### src/rtl/voq_scheduler.sv
`default_nettype none
// ============================================================================
//  Module      : voq_scheduler (with companion packages mem_pkg, voq_pkg)
//  Description : Round-robin dequeue scheduler for NUM_PORTS virtual output
//                queues. It shadows each VOQ's occupancy by snooping the VOQ
//                write strobes. It picks the next non-empty VOQ from a rotating
//                pointer, issues a single-cycle read, captures the returned
//                buffer pointer and presents it to egress with a valid/ready
//                handshake.
//
//  Ports
//    clk              : single clock, rising edge
//    rst              : synchronous active-high reset (issue together with
//                       the VOQs' own reset)
//    voq_write_req_i  : [NUM_PORTS]        snoop of each VOQ's write strobe
//    voq_read_req_o   : [NUM_PORTS]        one-hot read request to a VOQ
//    voq_ptr_i        : [NUM_PORTS*ADDR_W] VOQ k head pointer at [k*ADDR_W +: ADDR_W]
//    voq_ptr_valid_i  : [NUM_PORTS]        VOQ k head pointer valid
//    ptr_o            : [ADDR_W]           dequeued pointer to egress
//    port_o           : [clog2(NUM_PORTS)] source VOQ index of ptr_o
//    valid_o          : ptr_o/port_o valid
//    ready_i          : egress accepts when valid_o && ready_i
//    err_cnt_o        : [8] saturating underrun count
//
//  Build option
//    VOQ_SCHED_UNDERRUN_CNT_EN : when defined, err_cnt_o counts capture
//                                underruns (saturating at 8'hFF); otherwise
//                                it is tied to zero and no counter exists.
//
//  Revision    : 1.0 - initial release
// ============================================================================

package mem_pkg;
    // Width of a packet-buffer pointer.
    localparam int ADDR_W = 12;
endpackage

package voq_pkg;
    // Number of entries held by each VOQ.
    localparam int VOQ_DEPTH = 4;
endpackage

module voq_scheduler #(
    parameter int NUM_PORTS = 4,
    parameter int ADDR_W    = mem_pkg::ADDR_W,
    parameter int VOQ_DEPTH = voq_pkg::VOQ_DEPTH
) (
    input  logic                         clk,
    input  logic                         rst,
    input  logic [NUM_PORTS-1:0]         voq_write_req_i,
    output logic [NUM_PORTS-1:0]         voq_read_req_o,
    input  logic [NUM_PORTS*ADDR_W-1:0]  voq_ptr_i,
    input  logic [NUM_PORTS-1:0]         voq_ptr_valid_i,
    output logic [ADDR_W-1:0]            ptr_o,
    output logic [$clog2(NUM_PORTS)-1:0] port_o,
    output logic                         valid_o,
    input  logic                         ready_i,
    output logic [7:0]                   err_cnt_o
);

    localparam int c_PORT_W = $clog2(NUM_PORTS);
    localparam int c_CNT_W  = $clog2(VOQ_DEPTH + 1);

    typedef enum logic [1:0] {
        S_IDLE    = 2'd0,
        S_READ    = 2'd1,
        S_CAPTURE = 2'd2,
        S_OUT     = 2'd3
    } state_t;

    state_t                              state_q, state_d;
    logic [c_PORT_W-1:0]                 sel_q, sel_d;
    logic [c_PORT_W-1:0]                 rr_ptr_q, rr_ptr_d;
    logic [c_PORT_W-1:0]                 port_q, port_d;
    logic [ADDR_W-1:0]                   ptr_q, ptr_d;
    logic [NUM_PORTS-1:0][c_CNT_W-1:0]   cnt_q, cnt_d;

    logic [NUM_PORTS-1:0]                w_nonzero;
    logic [NUM_PORTS-1:0]                w_inc;
    logic [NUM_PORTS-1:0]                w_dec;
    logic                                w_any;
    logic                                w_found;
    logic [c_PORT_W-1:0]                 w_pick;
    logic [c_PORT_W:0]                   w_idx;
    logic                                w_cap_valid;
    logic [ADDR_W-1:0]                   w_cap_ptr;

    // ------------------------------------------------------------------------
    // Occupancy shadow counters.
    // Kept in a block separate from the arbiter so that the read request
    // (which depends on the FSM) never feeds back into the pick logic within
    // the same cycle. The arbiter only ever looks at registered counts, so a
    // write snooped in the decision cycle is not part of that decision.
    // ------------------------------------------------------------------------
    always_comb begin
        w_nonzero = '0;
        for (int k = 0; k < NUM_PORTS; k++) begin
            w_nonzero[k] = (cnt_q[k] != '0);
        end
    end

    assign w_any = |w_nonzero;

    always_comb begin
        w_inc = '0;
        w_dec = '0;
        cnt_d = cnt_q;
        for (int k = 0; k < NUM_PORTS; k++) begin
            // A read can only be issued to a non-empty VOQ; the guard keeps
            // the counter from ever wrapping below zero.
            w_dec[k] = voq_read_req_o[k] && (cnt_q[k] != '0);
            // A full VOQ drops the write unless it is being read this cycle,
            // which mirrors the VOQ's own accept rule.
            w_inc[k] = voq_write_req_i[k] &&
                       ((cnt_q[k] < c_CNT_W'(VOQ_DEPTH)) || voq_read_req_o[k]);
            if (w_inc[k] && !w_dec[k]) begin
                cnt_d[k] = cnt_q[k] + c_CNT_W'(1);
            end else if (!w_inc[k] && w_dec[k]) begin
                cnt_d[k] = cnt_q[k] - c_CNT_W'(1);
            end
        end
    end

    // ------------------------------------------------------------------------
    // Round-robin pick: first non-empty VOQ at or above rr_ptr, wrapping.
    // ------------------------------------------------------------------------
    always_comb begin
        w_found = 1'b0;
        w_pick  = rr_ptr_q;
        w_idx   = '0;
        for (int i = 0; i < NUM_PORTS; i++) begin
            w_idx = {1'b0, rr_ptr_q} + (c_PORT_W + 1)'(i);
            if (w_idx >= (c_PORT_W + 1)'(NUM_PORTS)) begin
                w_idx = w_idx - (c_PORT_W + 1)'(NUM_PORTS);
            end
            if (!w_found && w_nonzero[w_idx[c_PORT_W-1:0]]) begin
                w_found = 1'b1;
                w_pick  = w_idx[c_PORT_W-1:0];
            end
        end
    end

    // Head pointer returned by the selected VOQ one cycle after the read.
    assign w_cap_valid = voq_ptr_valid_i[sel_q];
    assign w_cap_ptr   = voq_ptr_i[sel_q*ADDR_W +: ADDR_W];

    // ------------------------------------------------------------------------
    // FSM: next state and outputs.
    // IDLE -> READ -> CAPTURE -> OUT -> IDLE gives a 3-cycle decision-to-valid
    // latency and at most one pointer every 4 cycles.
    // ------------------------------------------------------------------------
    always_comb begin
        state_d        = state_q;
        sel_d          = sel_q;
        rr_ptr_d       = rr_ptr_q;
        ptr_d          = ptr_q;
        port_d         = port_q;
        voq_read_req_o = '0;
        valid_o        = 1'b0;

        case (state_q)
            S_IDLE: begin
                if (w_any) begin
                    sel_d   = w_pick;
                    state_d = S_READ;
                end
            end

            S_READ: begin
                voq_read_req_o[sel_q] = 1'b1;
                rr_ptr_d = (sel_q == c_PORT_W'(NUM_PORTS - 1)) ?
                           '0 : sel_q + c_PORT_W'(1);
                state_d  = S_CAPTURE;
            end

            S_CAPTURE: begin
                if (w_cap_valid) begin
                    ptr_d   = w_cap_ptr;
                    port_d  = sel_q;
                    state_d = S_OUT;
                end else begin
                    // Underrun: the VOQ had nothing to return; drop the slot.
                    state_d = S_IDLE;
                end
            end

            S_OUT: begin
                valid_o = 1'b1;
                if (ready_i) begin
                    state_d = S_IDLE;
                end
            end

            default: begin
                state_d = S_IDLE;
            end
        endcase
    end

    // ------------------------------------------------------------------------
    // State register.
    // ------------------------------------------------------------------------
    always_ff @(posedge clk) begin
        if (rst) begin
            state_q  <= S_IDLE;
            sel_q    <= '0;
            rr_ptr_q <= '0;
            ptr_q    <= '0;
            port_q   <= '0;
            cnt_q    <= '0;
        end else begin
            state_q  <= state_d;
            sel_q    <= sel_d;
            rr_ptr_q <= rr_ptr_d;
            ptr_q    <= ptr_d;
            port_q   <= port_d;
            cnt_q    <= cnt_d;
        end
    end

    assign ptr_o  = ptr_q;
    assign port_o = port_q;

    // ------------------------------------------------------------------------
    // Optional underrun counter.
    // ------------------------------------------------------------------------
`ifdef VOQ_SCHED_UNDERRUN_CNT_EN
    logic [7:0] err_cnt_q;
    logic       w_underrun;

    assign w_underrun = (state_q == S_CAPTURE) && !w_cap_valid;

    always_ff @(posedge clk) begin
        if (rst) begin
            err_cnt_q <= 8'h00;
        end else if (w_underrun && (err_cnt_q != 8'hFF)) begin
            err_cnt_q <= err_cnt_q + 8'h01;
        end
    end

    assign err_cnt_o = err_cnt_q;
`else
    assign err_cnt_o = 8'h00;
`endif

endmodule

`default_nettype wire

### config.mk
export PLATFORM = sky130hd
export DESIGN_NAME = voq_scheduler
export DESIGN_NICKNAME = d
export VERILOG_FILES = /design/src/rtl/voq_scheduler.sv
export SDC_FILE = /design/constraint.sdc
export NUM_CORES = 1
export LEC_CHECK = 0
export ABC_AREA = 1
export CAP_MARGIN = 20
export CORE_MARGIN = 2
export CORE_UTILIZATION = 44
export CTS_CLUSTER_SIZE = 40
export DETAILED_ROUTE_END_ITERATION = 10
export PLACE_DENSITY = 0.81
export SLEW_MARGIN = 10
export SYNTH_ARGS = -nofsm -noshare
export SYNTH_HDL_FRONTEND = slang
export SYNTH_SLANG_ARGS = --single-unit
### constraint.sdc
create_clock -name clk -period 2.7 [get_ports clk]
set_input_delay 0.405 -clock clk [delete_from_list [all_inputs] [get_ports clk]]
set_output_delay 0.405 -clock clk [all_outputs]
set_load 0.01 [all_outputs]
==> flow_metrics.py <==
metrics = {
    "status": {
        "outcome": "finished, final reports clean",
    },
    "run": {
        "max_cap_violations": 0,
    },
    "global_route": {
        "grt_pass1_vias": 2137,
        "antenna_found_initial": 0,
        "grt_max_degree": 29,
        "grt_overflow": 0,
        "grt_pass1_wl_mm": 9.149,
        "grt_usage": 0.2124,
    },
    "final_layout": {
        "diodes": 0,
        "layout.nets": 477,
        "final_layout_size_suffix_gt1_frac": 0.05911,
        "multiInputGateArea_um2": 1316,
        "layout_common_cells": "clkdlybuf4s50_1, nor2_1, o21ai_0",
        "fillCellCount": 418,
        "register_area_um2": 640.6,
        "area_growth_pct": 39.01,
        "final_area_um2": 3054,
        "mostFrequentLayoutCell": "clkdlybuf4s50_1",
    },
    "clock_tree": {
        "cts_tree": "built",
        "h-tree-depth": 2,
        "cts_hold_buf": 0,
        "clock_path_buffers": 2,
        "cts_resized": 0,
        "clkTransAtPathRegs_ns": 0.07,
        "cts_num_sinks": 32,
        "ctsRootBufferMaster": "clkbuf_8",
        "cts_buffers": 5,
        "postCtsSetupBuffers": 0,
        "clk_latency_ns": 0.28,
    },
    "floorplan": {
        "ios": 86,
        "coreArea_um2": 4755,
        "dieWidth_um": 74.67,
        "start_util": 0.4621,
        "dieArea_um2": 5575,
        "die_h_um": 74.67,
        "rows": 25,
    },
    "route": {
        "routed_wire_length_per_instance_um": 11.36,
        "via_per_inst": 4.903,
        "ant_nets": 0,
        "wl_mm": 5.373,
        "via_count": 2319,
        "drtIter0Drc": 85,
        "dr.pass1.iters": 4,
        "drc": 0,
    },
    "worst_setup_path": {
        "crit_start": "sel_q[0]",
        "worstPathRequired_ns": 2.87,
        "timing.critical_path.fanout_max": 12,
        "worstPathArrival_ns": 2.53,
        "crit_path_start_kind": "flop",
        "critPathCaptureType": "flop",
        "timing.rr.start": "sel_q[0]",
        "crit_type": "flop to flop",
    },
    "power_and_ir_drop": {
        "netSwitchingFraction": 0.4534,
        "powerDensity_nw_per_um2": 822.2,
        "pwr-share-clk": 0.138,
        "p_comb_frac": 0.570,
        "power_leakage_nw": 1.326,
        "power_frac_seq": 0.291,
        "p_int_mw": 1.373,
        "ir_worst_vdd_mv": 0.3216,
        "power.net_switching_mw": 1.139,
    },
    "sta": {
        "setup_tns_ns": 0,
        "timing.fmax_mhz": 422.9,
        "rsz0062_at_grt": "no",
        "period_minus_slack_ns": 2.365,
        "setup-violations-final": 0,
        "clock_skew_ns": 0.006373,
        "whs_ns": 0.4931,
        "hold_viol": 0,
        "period_share": 0.8758,
        "slew_viol_final": 0,
    },
    "synthesis": {
        "synth_cells": 331,
        "synth_flop_cell": "dfxtp_1",
        "syn-mean-instance-area_um2": 6.638,
        "yosysWarnings": 0,
        "synth_edf_count": 0,
        "synth_area_um2": 2197,
        "async_reset_ff_frac": 0,
        "synth_cell_types": 31,
        "synth.yosys.seq_area_share": 0.2916,
        "yosys_register_bits": 32,
    },
    "placement": {
        "placed_area_um2": 2977,
        "io_buffer_count": 77,
        "gp_congestion": 0.9441,
        "hpwlAfterDp_mm": 4.254,
    },
    "min_path": {
        "min-delay-path-class": "flop to flop",
        "hold_start": "cnt_q[1]",
    },
}
-- registers in the layout (all words and copies together), names as in the netlist --
signal / cells
port_o: 2
state_q: 2
sel_q: 2
cnt_q: 12
rr_ptr_q: 2
ptr_o: 12
-- routing by layer --
metal  global-route usage  part of all wire  vias to the layer above  wire, µm
met2               0.3668              0.47                       80      2513
met1               0.2471              0.43                     1018      2287
met4              0.04762            0.0091                        0        49
met3              0.08835             0.097                        5       522
met5                    0                 0                        -         0
li1                     -                 -                     1216         -
-- synth_stat cells (2+ instances only) --
| cell | instances | area (µm²) |
|---|---|---|
| buf_4 | 10 | 75.07 |
| inv_1 | 30 | 112.6 |
| ha_1 | 8 | 100.1 |
| xor2_1 | 3 | 26.28 |
| a31oi_2 | 4 | 50.05 |
| clkbuf_1 | 6 | 22.52 |
| o21ai_0 | 47 | 235.2 |
| a31oi_1 | 9 | 56.30 |
| nand2_1 | 46 | 172.7 |
| buf_1 | 2 | 7.510 |
| a21boi_0 | 3 | 22.52 |
| nor2_1 | 67 | 251.5 |
| fa_1 | 4 | 80.08 |
| a21oi_1 | 16 | 80.08 |
| o21ai_1 | 6 | 30.03 |
| nand3_1 | 22 | 110.1 |
| dfxtp_1 | 32 | 640.6 |
| buf_6 | 3 | 33.78 |
-- cells by family after synthesis --
family                     after synthesis  share of synthesized area
xor gates and xnor gates                 3                    0.01196
and+or+nand+nor                        140                     0.2591
other                                    1                   0.001707
DFF                                     32                     0.2916
AOI/OAI and AO/OA                       89                     0.2324
adders and majority gates               12                    0.08201
buffers and inverters                   54                     0.1213
-- power by group through the flow --
stage,clock network (mW),logic (mW),registers (mW)
final,0.348,1.43,0.732
after global routing,0.380,1.65,0.758
after CTS,0.354,1.44,0.734
after detailed placement,0,1.43,0.743
after global placement,0,1.40,0.735
after floorplan,0,1.06,0.721
-- worst max-delay path: stages, from the launching register on --
cell and delay, ns:
dfxtp_1 0.52, clkinv_2 0.24, ha_1 0.26, nand2_1 0.09
inv_1 0.06, nand2_1 0.05, ha_1 0.13, inv_1 0.06
fa_1 0.37, a21oi_1 0.14, o21ai_0 0.11, o21ai_0 0.16
a21oi_1 0.06
-- layout make-up --
cell class / instances / share of cell area
clock buffer: 6 / 0.02376
clock inverter: 1 / 0.001639
inverter: 33 / 0.04179
multi-input combinational: 252 / 0.4310
sequential: 32 / 0.2097
tap: 67 / 0.02745
timing repair buffer: 82 / 0.2646
-- stage by stage --
step / instances / utilization / total power [mW] / setup WS (ns)
after floorplan: 338 / - / 1.781 / 0.3245
after global placement: 466 / 0.6261 / 2.140 / 0.4544
after detailed placement: 466 / 0.6261 / 2.175 / 0.3678
after CTS: 473 / 0.6424 / 2.526 / 0.3472
after global routing: 473 / 0.6424 / 2.788 / 0.04897
final: 473 / 0.6424 / 2.511 / 0.3354
-- final timing paths --
path                    to  slack (ns)  cells after the start
setup / recovery  cnt_q[8]        0.34                     12
hold / removal    cnt_q[1]        0.49                      2
setup reg to reg  cnt_q[8]        0.34                     12
hold reg to reg   cnt_q[1]        0.49                      2
No activity file was read; power rests on OpenSTA's default activity.
